## src/rtl/som_pkg.sv

```systemverilog
// Shared definitions for the SOM best-matching-unit search slice.
// Contents:
//   DEF_*   default map geometry, lane count and data widths
//   state_e controller states of the streaming BMU engine
//   clog2   ceiling log2, used to size index and counter fields
package som_pkg;

   localparam int DEF_GRID_W = 8;
   localparam int DEF_GRID_H = 8;
   localparam int DEF_LANES  = 8;
   localparam int DEF_DW     = 10;
   localparam int DEF_WW     = 24;

   typedef enum logic [1:0] {
      ST_IDLE  = 2'd0,
      ST_ACC   = 2'd1,
      ST_DRAIN = 2'd2,
      ST_HOLD  = 2'd3
   } state_e;

   function automatic int clog2(input int v);
      int r;
      r = 0;
      for (int i = 0; i < 31; i++) begin
         if ((1 << i) < v) r = i + 1;
      end
      return r;
   endfunction

endpackage

```

## src/rtl/som_bmu_stream_if.sv

```systemverilog
// Beat-input / result-output bundle of the streaming BMU engine.
//   in_valid/in_ready       beat handshake
//   in_dist/in_wgt          LANES packed distances and weights (lane i at [i*W +: W])
//   out_valid/out_ready     result handshake
//   out_x/out_y             winner column / row
//   out_dist/out_wgt        winner distance / weight
// master drives beats and accepts results; slave is the engine.
interface som_bmu_stream_if #(
   parameter int LANES = 8,
   parameter int DW    = 10,
   parameter int WW    = 24,
   parameter int XW    = 3,
   parameter int YW    = 3
);

   logic                in_valid;
   logic                in_ready;
   logic [LANES*DW-1:0] in_dist;
   logic [LANES*WW-1:0] in_wgt;
   logic                out_valid;
   logic                out_ready;
   logic [XW-1:0]       out_x;
   logic [YW-1:0]       out_y;
   logic [DW-1:0]       out_dist;
   logic [WW-1:0]       out_wgt;

   modport master (
      output in_valid, in_dist, in_wgt, out_ready,
      input  in_ready, out_valid, out_x, out_y, out_dist, out_wgt
   );

   modport slave (
      input  in_valid, in_dist, in_wgt, out_ready,
      output in_ready, out_valid, out_x, out_y, out_dist, out_wgt
   );

endinterface

```

## src/rtl/som_lane_min.sv

```systemverilog
// Registered LANES-input minimum tree.
// Ports:
//   clk, rst_n      clock, asynchronous active-low reset
//   clr_i           synchronous flush of the valid bit
//   vld_i           input beat valid
//   dist_i, wgt_i   packed lane distances / weights
//   vld_o           registered result valid
//   dist_o, wgt_o   minimum distance and its weight
//   lane_o          lane that held the minimum (lowest lane on ties)
module som_lane_min
   import som_pkg::*;
#(
   parameter int LANES = DEF_LANES,
   parameter int DW    = DEF_DW,
   parameter int WW    = DEF_WW,
   parameter int LW    = (clog2(LANES) > 0) ? clog2(LANES) : 1
) (
   input  logic                clk,
   input  logic                rst_n,
   input  logic                clr_i,
   input  logic                vld_i,
   input  logic [LANES*DW-1:0] dist_i,
   input  logic [LANES*WW-1:0] wgt_i,
   output logic                vld_o,
   output logic [DW-1:0]       dist_o,
   output logic [WW-1:0]       wgt_o,
   output logic [LW-1:0]       lane_o
);

   // Heap-ordered tree: node n has children 2n (lower lanes) and 2n+1.
   // Leaves sit at LANES..2*LANES-1, the root at node 1.
   logic [DW-1:0] nd [2*LANES];
   logic [WW-1:0] nw [2*LANES];
   logic [LW-1:0] nl [2*LANES];

   logic          vld_p1_q;
   logic [DW-1:0] dist_p1_q;
   logic [WW-1:0] wgt_p1_q;
   logic [LW-1:0] lane_p1_q;

   always_comb begin
      for (int n = 0; n < LANES; n++) begin
         nd[n] = '0;
         nw[n] = '0;
         nl[n] = '0;
      end
      for (int l = 0; l < LANES; l++) begin
         nd[LANES+l] = dist_i[l*DW +: DW];
         nw[LANES+l] = wgt_i[l*WW +: WW];
         nl[LANES+l] = LW'(l);
      end
      // Right child wins only when strictly smaller, so ties keep the lower lane.
      for (int n = LANES - 1; n >= 1; n--) begin
         if (nd[2*n+1] < nd[2*n]) begin
            nd[n] = nd[2*n+1];
            nw[n] = nw[2*n+1];
            nl[n] = nl[2*n+1];
         end else begin
            nd[n] = nd[2*n];
            nw[n] = nw[2*n];
            nl[n] = nl[2*n];
         end
      end
   end

   // ---- stage 1 boundary ----
   always_ff @(posedge clk or negedge rst_n) begin
      if (!rst_n) vld_p1_q <= 1'b0;
      else        vld_p1_q <= vld_i & ~clr_i;
   end

   always_ff @(posedge clk) begin
      if (vld_i) begin
         dist_p1_q <= nd[1];
         wgt_p1_q  <= nw[1];
         lane_p1_q <= nl[1];
      end
   end

   assign vld_o  = vld_p1_q;
   assign dist_o = dist_p1_q;
   assign wgt_o  = wgt_p1_q;
   assign lane_o = lane_p1_q;

endmodule

```

## src/rtl/som_bmu_stream.sv

```systemverilog
// Streaming best-matching-unit search over a GRID_W x GRID_H map.
// Ports:
//   clk         clock
//   rst         asynchronous active-low reset
//   clr         synchronous frame abort, returns to IDLE
//   bus         beat input / result output bundle (slave side)
//   frame_cnt   completed-frame counter, wraps
// Pipeline: lane minimum tree (stage 1) -> running frame minimum (stage 2).
// The running-minimum registers are the result outputs; they are held
// while the result waits for the consumer because no beat is accepted then.
module som_bmu_stream
   import som_pkg::*;
#(
   parameter int GRID_W = DEF_GRID_W,
   parameter int GRID_H = DEF_GRID_H,
   parameter int LANES  = DEF_LANES,
   parameter int DW     = DEF_DW,
   parameter int WW     = DEF_WW
) (
   input  logic              clk,
   input  logic              rst,
   input  logic              clr,
   som_bmu_stream_if.slave   bus,
   output logic [15:0]       frame_cnt
);

   localparam int BEATS = (GRID_W * GRID_H) / LANES;
   localparam int XW    = clog2(GRID_W);
   localparam int YW    = clog2(GRID_H);
   localparam int IW    = XW + YW;
   localparam int LSW   = clog2(LANES);
   localparam int LW    = (LSW > 0) ? LSW : 1;
   localparam int BW    = (clog2(BEATS) > 0) ? clog2(BEATS) : 1;
   localparam logic [BW-1:0] LAST_BEAT = BW'(BEATS - 1);

   state_e        state_q;
   logic          in_ready_q;
   logic          out_valid_q;
   logic [15:0]   frame_cnt_q;
   logic [BW-1:0] beat_q;

   logic          accept;
   logic          beat_last;

   logic          vld_p1;
   logic [DW-1:0] dist_p1;
   logic [WW-1:0] wgt_p1;
   logic [LW-1:0] lane_p1;
   logic [IW-1:0] base_p1_q;
   logic          last_p1_q;
   logic          first_p1_q;

   logic [DW-1:0] min_dist_q;
   logic [WW-1:0] min_wgt_q;
   logic [IW-1:0] min_idx_q;

   assign accept    = bus.in_valid & in_ready_q & ~clr;
   assign beat_last = (beat_q == LAST_BEAT);

   som_lane_min #(
      .LANES (LANES),
      .DW    (DW),
      .WW    (WW),
      .LW    (LW)
   ) u_lane_min (
      .clk    (clk),
      .rst_n  (rst),
      .clr_i  (clr),
      .vld_i  (accept),
      .dist_i (bus.in_dist),
      .wgt_i  (bus.in_wgt),
      .vld_o  (vld_p1),
      .dist_o (dist_p1),
      .wgt_o  (wgt_p1),
      .lane_o (lane_p1)
   );

   // ---- stage 1 boundary: beat position travels with the lane minimum ----
   always_ff @(posedge clk) begin
      if (accept) begin
         base_p1_q  <= IW'(beat_q) << LSW;
         last_p1_q  <= beat_last;
         first_p1_q <= (beat_q == '0);
      end
   end

   // ---- stage 2 boundary: running minimum; strict compare keeps the earliest index ----
   always_ff @(posedge clk or negedge rst) begin
      if (!rst) begin
         min_dist_q <= '0;
         min_wgt_q  <= '0;
         min_idx_q  <= '0;
      end else if (clr) begin
         min_dist_q <= '0;
         min_wgt_q  <= '0;
         min_idx_q  <= '0;
      end else if (vld_p1 && (first_p1_q || (dist_p1 < min_dist_q))) begin
         min_dist_q <= dist_p1;
         min_wgt_q  <= wgt_p1;
         min_idx_q  <= base_p1_q | IW'(lane_p1);
      end
   end

   // Controller with registered handshake outputs.
   always_ff @(posedge clk or negedge rst) begin
      if (!rst) begin
         state_q     <= ST_IDLE;
         in_ready_q  <= 1'b1;
         out_valid_q <= 1'b0;
         frame_cnt_q <= '0;
         beat_q      <= '0;
      end else if (clr) begin
         state_q     <= ST_IDLE;
         in_ready_q  <= 1'b1;
         out_valid_q <= 1'b0;
         beat_q      <= '0;
      end else begin
         unique case (state_q)
            ST_IDLE, ST_ACC: begin
               if (accept) begin
                  if (beat_last) begin
                     beat_q     <= '0;
                     state_q    <= ST_DRAIN;
                     in_ready_q <= 1'b0;
                  end else begin
                     beat_q  <= beat_q + 1'b1;
                     state_q <= ST_ACC;
                  end
               end
            end
            ST_DRAIN: begin
               // The final beat leaves stage 1 this cycle; its compare lands at this edge.
               if (vld_p1 && last_p1_q) begin
                  state_q     <= ST_HOLD;
                  out_valid_q <= 1'b1;
               end
            end
            ST_HOLD: begin
               if (bus.out_ready) begin
                  state_q     <= ST_IDLE;
                  out_valid_q <= 1'b0;
                  in_ready_q  <= 1'b1;
                  frame_cnt_q <= frame_cnt_q + 16'd1;
               end
            end
            default: begin
               state_q     <= ST_IDLE;
               in_ready_q  <= 1'b1;
               out_valid_q <= 1'b0;
            end
         endcase
      end
   end

   assign bus.in_ready  = in_ready_q;
   assign bus.out_valid = out_valid_q;
   assign bus.out_x     = min_idx_q[XW-1:0];
   assign bus.out_y     = min_idx_q[IW-1:XW];
   assign bus.out_dist  = min_dist_q;
   assign bus.out_wgt   = min_wgt_q;
   assign frame_cnt     = frame_cnt_q;

endmodule

```

## src/flat_wrapper.sv

```systemverilog
// flat-port wrapper written by rule: the top's interface ports become plain ports
module som_bmu_stream_flat import som_pkg::*;
#(
   parameter int GRID_W = DEF_GRID_W,
   parameter int GRID_H = DEF_GRID_H,
   parameter int LANES  = DEF_LANES,
   parameter int DW     = DEF_DW,
   parameter int WW     = DEF_WW
)
  (clk, rst, clr, frame_cnt, bus_in_valid, bus_in_dist, bus_in_wgt, bus_out_ready, bus_in_ready, bus_out_valid, bus_out_x, bus_out_y, bus_out_dist, bus_out_wgt);
  som_bmu_stream_if #(.LANES(LANES), .DW(DW), .WW(WW), .XW(3), .YW(3)) bus_i ();
  input  logic clk;
  input  logic rst;
  input  logic clr;
  output logic [15:0] frame_cnt;
  input wire logic [$bits(bus_i.in_valid)-1:0] bus_in_valid;
  input wire logic [$bits(bus_i.in_dist)-1:0] bus_in_dist;
  input wire logic [$bits(bus_i.in_wgt)-1:0] bus_in_wgt;
  input wire logic [$bits(bus_i.out_ready)-1:0] bus_out_ready;
  output wire logic [$bits(bus_i.in_ready)-1:0] bus_in_ready;
  output wire logic [$bits(bus_i.out_valid)-1:0] bus_out_valid;
  output wire logic [$bits(bus_i.out_x)-1:0] bus_out_x;
  output wire logic [$bits(bus_i.out_y)-1:0] bus_out_y;
  output wire logic [$bits(bus_i.out_dist)-1:0] bus_out_dist;
  output wire logic [$bits(bus_i.out_wgt)-1:0] bus_out_wgt;
  assign bus_i.in_valid = bus_in_valid;
  assign bus_i.in_dist = bus_in_dist;
  assign bus_i.in_wgt = bus_in_wgt;
  assign bus_i.out_ready = bus_out_ready;
  assign bus_in_ready = bus_i.in_ready;
  assign bus_out_valid = bus_i.out_valid;
  assign bus_out_x = bus_i.out_x;
  assign bus_out_y = bus_i.out_y;
  assign bus_out_dist = bus_i.out_dist;
  assign bus_out_wgt = bus_i.out_wgt;
  som_bmu_stream #(.GRID_W(GRID_W), .GRID_H(GRID_H), .LANES(LANES), .DW(DW), .WW(WW)) u_core (.clk(clk), .rst(rst), .clr(clr), .bus(bus_i), .frame_cnt(frame_cnt));
endmodule
```

## config.mk

```make
export PLATFORM = sky130hd
export DESIGN_NAME = som_bmu_stream_flat
export DESIGN_NICKNAME = d
export VERILOG_FILES = /design/src/rtl/som_pkg.sv /design/src/rtl/som_bmu_stream_if.sv /design/src/rtl/som_lane_min.sv /design/src/rtl/som_bmu_stream.sv /design/src/flat_wrapper.sv
export SDC_FILE = /design/constraint.sdc
export NUM_CORES = 1
export LEC_CHECK = 0
export CELL_PAD_IN_SITES_DETAIL_PLACEMENT = 1
export CELL_PAD_IN_SITES_GLOBAL_PLACEMENT = 1
export CORE_ASPECT_RATIO = 0.5
export CORE_MARGIN = 2
export CORE_UTILIZATION = 35
export DETAILED_ROUTE_END_ITERATION = 8
export PLACE_DENSITY_LB_ADDON = 0.1
export SYNTH_ARGS = -nofsm -noshare
export SYNTH_HDL_FRONTEND = slang
export SYNTH_SLANG_ARGS = --single-unit
```

## constraint.sdc

```tcl
create_clock -name clk -period 9.5 [get_ports clk]
set_clock_uncertainty 0.2 [all_clocks]
set_input_delay 1.425 -clock clk [delete_from_list [all_inputs] [get_ports clk]]
set_output_delay 1.425 -clock clk [all_outputs]
set_load 0.05 [all_outputs]
```

==> impl_metrics.csv <==
group,metric,value,unit
outcome,status,"finished clean",
timing,max_clock_freq,0.122,GHz
place,portBuffers,334,
pwr,p_switching,0.000753,W
timing,rsz0062_at_grt,"no",
critical_path,crit_path_end_kind,"flip-flop",
critical_path,r2r_cells,13,
layout,final_util,0.521,
clock_network,cts_hold_buf,0,
critical_path,crit_required,9.39,ns
clock_network,clkTransAtPathRegs,0.08,ns
grt,grt_max_degree,65,
synthesis,synth_area_per_cell,9.37,sq um
clock_network,cts_root_buffer,"clkbuf_16",
clock_network,cts_setup_buffers,0,
drt,post_drt_wl_per_cell,19.6,um
synthesis,synth_flop_cell,"dfrtp_1",
synthesis,ys_seq_area_frac,0.334,
place,place_inst,1528,
layout,layout-drive-gt1-share,0.0993,
floorplanning,die_x,225,um
timing,slew_viol_final,0,
drt,drc,0,
timing,setup_viol,0,
synthesis,yosys_warnings,0,
pwr,p_int,0.00129,W
clock_network,ctsResizeCount,0,
drt,drt_iter0_drc,353,
drt,routed_via_density,5.10,
hold_path,min_path_cells,2,
grt,grt_pass1_vias,8379,
timing,tightest_slew,0.998,ns
pwr,pwr-share-comb,0.526,
layout,synthToLayoutAreaGrowth,46.1,%
floorplanning,ios,335,
drt,wirelength,30300,um
floorplanning,dieArea,25800,sq um
place,gp_congestion,0.868,
place,dpl.hpwl,24800,um
drt,vias,7879,
drt,drtAntennaViolNets,0,
timing,timing.hold.ws,0.277,ns
synthesis,synth_edf_count,42,
timing,hold_viol,0,
timing,period_share,0.864,
critical_path,slowest_delay,0.69,ns
clock_network,insertion_delay,0.35,ns
timing,setup_tns,0,ns
run,drv_cap,0,
hold_path,worst_hold_path_type,"reg2reg",
pwr,sw_frac_of_total,0.368,
synthesis,synthCells,914,
critical_path,start_kind,"input port",
grt,grt_usage,0.231,
critical_path,slowest_stage,"a2111oi_0",
grt,grt_pass1_wl,46100,um
clock_network,cts_tree,"done",
synthesis,synth_seq_cells,106,
pwr,leakage,5.55,nW
synthesis,syn_nets,1265,
clock_network,cts.sinks,106,
critical_path,critPathKind,"in2reg",
clock_network,cts.htree.levels,3,
synthesis,async_flop_share,0.604,
floorplanning,die_h,115,um
floorplanning,fp-row-count,40,
pwr,power.density,164,nW/um^2
layout,fin_nets,1575,
grt,grt.overflow.total,0,
pwr,irDropWorstVdd,0.109,mV
critical_path,crit_arrival,8.10,ns
pwr,p_seq_frac,0.291,
layout,antenna_cells,0,
layout,final_cells,1544,
timing,max_slew_margin,0.335,
layout,final_common_cell,"clkdlybuf4s50_1",
layout,most-common-layout-cells,"clkdlybuf4s50_1 (332), nand2_1 (107), nor2_1 (101)",
grt,antenna_found_initial,0,
floorplanning,initial_core_util,0.356,
pwr,p_clk_frac,0.183,
clock_network,cts_buffers,9,
drt,first_pass_iters,4,
critical_path,worstPathMaxFanout,53,
floorplanning,core_area,24000,sq um
synthesis,ys_types,55,
timing,fin_crit,8.21,ns
synthesis,syn_area,8560,sq um
clock_network,cts_max_path_buffers,2,
state kept, by name (all words and copies together), names as in the netlist, 2 cells and up:
signal and count:
u_core.frame_cnt 16, u_core.bus.out_wgt 24, u_core.bus.out_dist 10, u_core.base_p1_q 3, u_core.min_idx_q 6, u_core.beat_q 3, u_core.u_lane_min.lane_o 3, u_core.u_lane_min.dist_o 10
u_core.state_q 2, u_core.u_lane_min.wgt_o 24
cell families after synthesis:
family,Yosys count,share of synthesized area
AO/OA/AOI/OAI,159,0.120
XOR/XNOR,15,0.0153
adder cells (fa/ha/maj),74,0.108
buffers and inverters,115,0.0558
flip-flops,106,0.334
multiplexers,182,0.237
AND/OR/NAND/NOR,263,0.130
routing by layer:
layer / wire length [um] / global-route usage / up-vias
met5: 0 / 0 / -
met4: 459 / 0.0455 / 0
met3: 716 / 0.0275 / 29
met2: 15900 / 0.429 / 116
met1: 13300 / 0.292 / 3890
li1: - / - / 3844
path summary, 6_finish.rpt:
check / to / slack (ns) / from
worst max-delay path: u_core.u_lane_min.wgt_o[2] / 1.29 / bus_in_dist[27]
worst min-delay path: u_core.bus.in_ready / 0.28 / u_core.bus.in_ready
worst max register to register: u_core.bus.out_dist[9] / 5.28 / u_core.bus.out_dist[1]
worst min register to register: u_core.bus.in_ready / 0.28 / u_core.bus.in_ready
max in group asynchronous: u_core.bus.out_wgt[0] / 7.53 / rst
min in group asynchronous: u_core.frame_cnt[0] / 0.99 / rst
cells in the mapped netlist, drive strengths merged (2+ instances only):
library cell	n	area [sq um]
nand2b	7	43.8
o21a	3	22.5
and3	5	31.3
nor2	104	400
o21ai	41	205
xor2	6	52.6
a21o	17	128
o211ai	3	22.5
and2	5	31.3
nor3b	2	15.0
clkbuf	31	116
dfrtp	63	1580
a21oi	40	204
nor2b	2	12.5
a31oi	28	175
or3	2	12.5
buf	15	103
nor3	5	25.0
xnor2	9	78.8
a211oi	8	65.1
ha	74	926
nand2	107	402
a2111oi	4	60.1
inv	69	259
a41oi	4	35.0
mux2	83	1040
nand4	9	56.3
edfxtp	42	1260
mux2i	99	991
a211o	2	17.5
nand3	13	65.1
power by group through the flow:
stage | Clock [W] | Combinational [W] | Sequential [W]
6_report | 0.000375 | 0.00108 | 0.000595
5_1_grt | 0.000404 | 0.00117 | 0.000601
4_1_cts | 0.000385 | 0.00108 | 0.000596
3_5_place_dp | 0 | 0.00108 | 0.000605
3_3_place_gp | 0 | 0.00104 | 0.000602
2_1_floorplan | 0 | 0.000696 | 0.000644
through the flow:
stage,total power [W],worst slack [ns],cell area (sq um)
3_5_place_dp,0.00169,0.870,12200
5_1_grt,0.00217,0.645,12500
6_report,0.00205,1.29,12500
2_1_floorplan,0.00134,2.41,8560
3_3_place_gp,0.00164,1.12,12200
4_1_cts,0.00207,1.23,12500
critical path: cells and delay by family:
kind / cells / cell delay, ns
AO/OA/AOI/OAI: 6 / 1.66
adder cells (fa/ha/maj): 3 / 0.90
buffers and inverters: 7 / 1.99
multiplexers: 4 / 0.97
AND/OR/NAND/NOR: 5 / 1.09
final cells by class:
class	count	area (sq um)
inverter	69	259
timing repair buffer	345	3430
fill	2745	11500
sequential	106	2860
clock buffer	10	239
tap	315	394
multi-input combinational	693	5260
clock inverter	6	58.8
No activity file was read; power rests on OpenSTA's default activity.
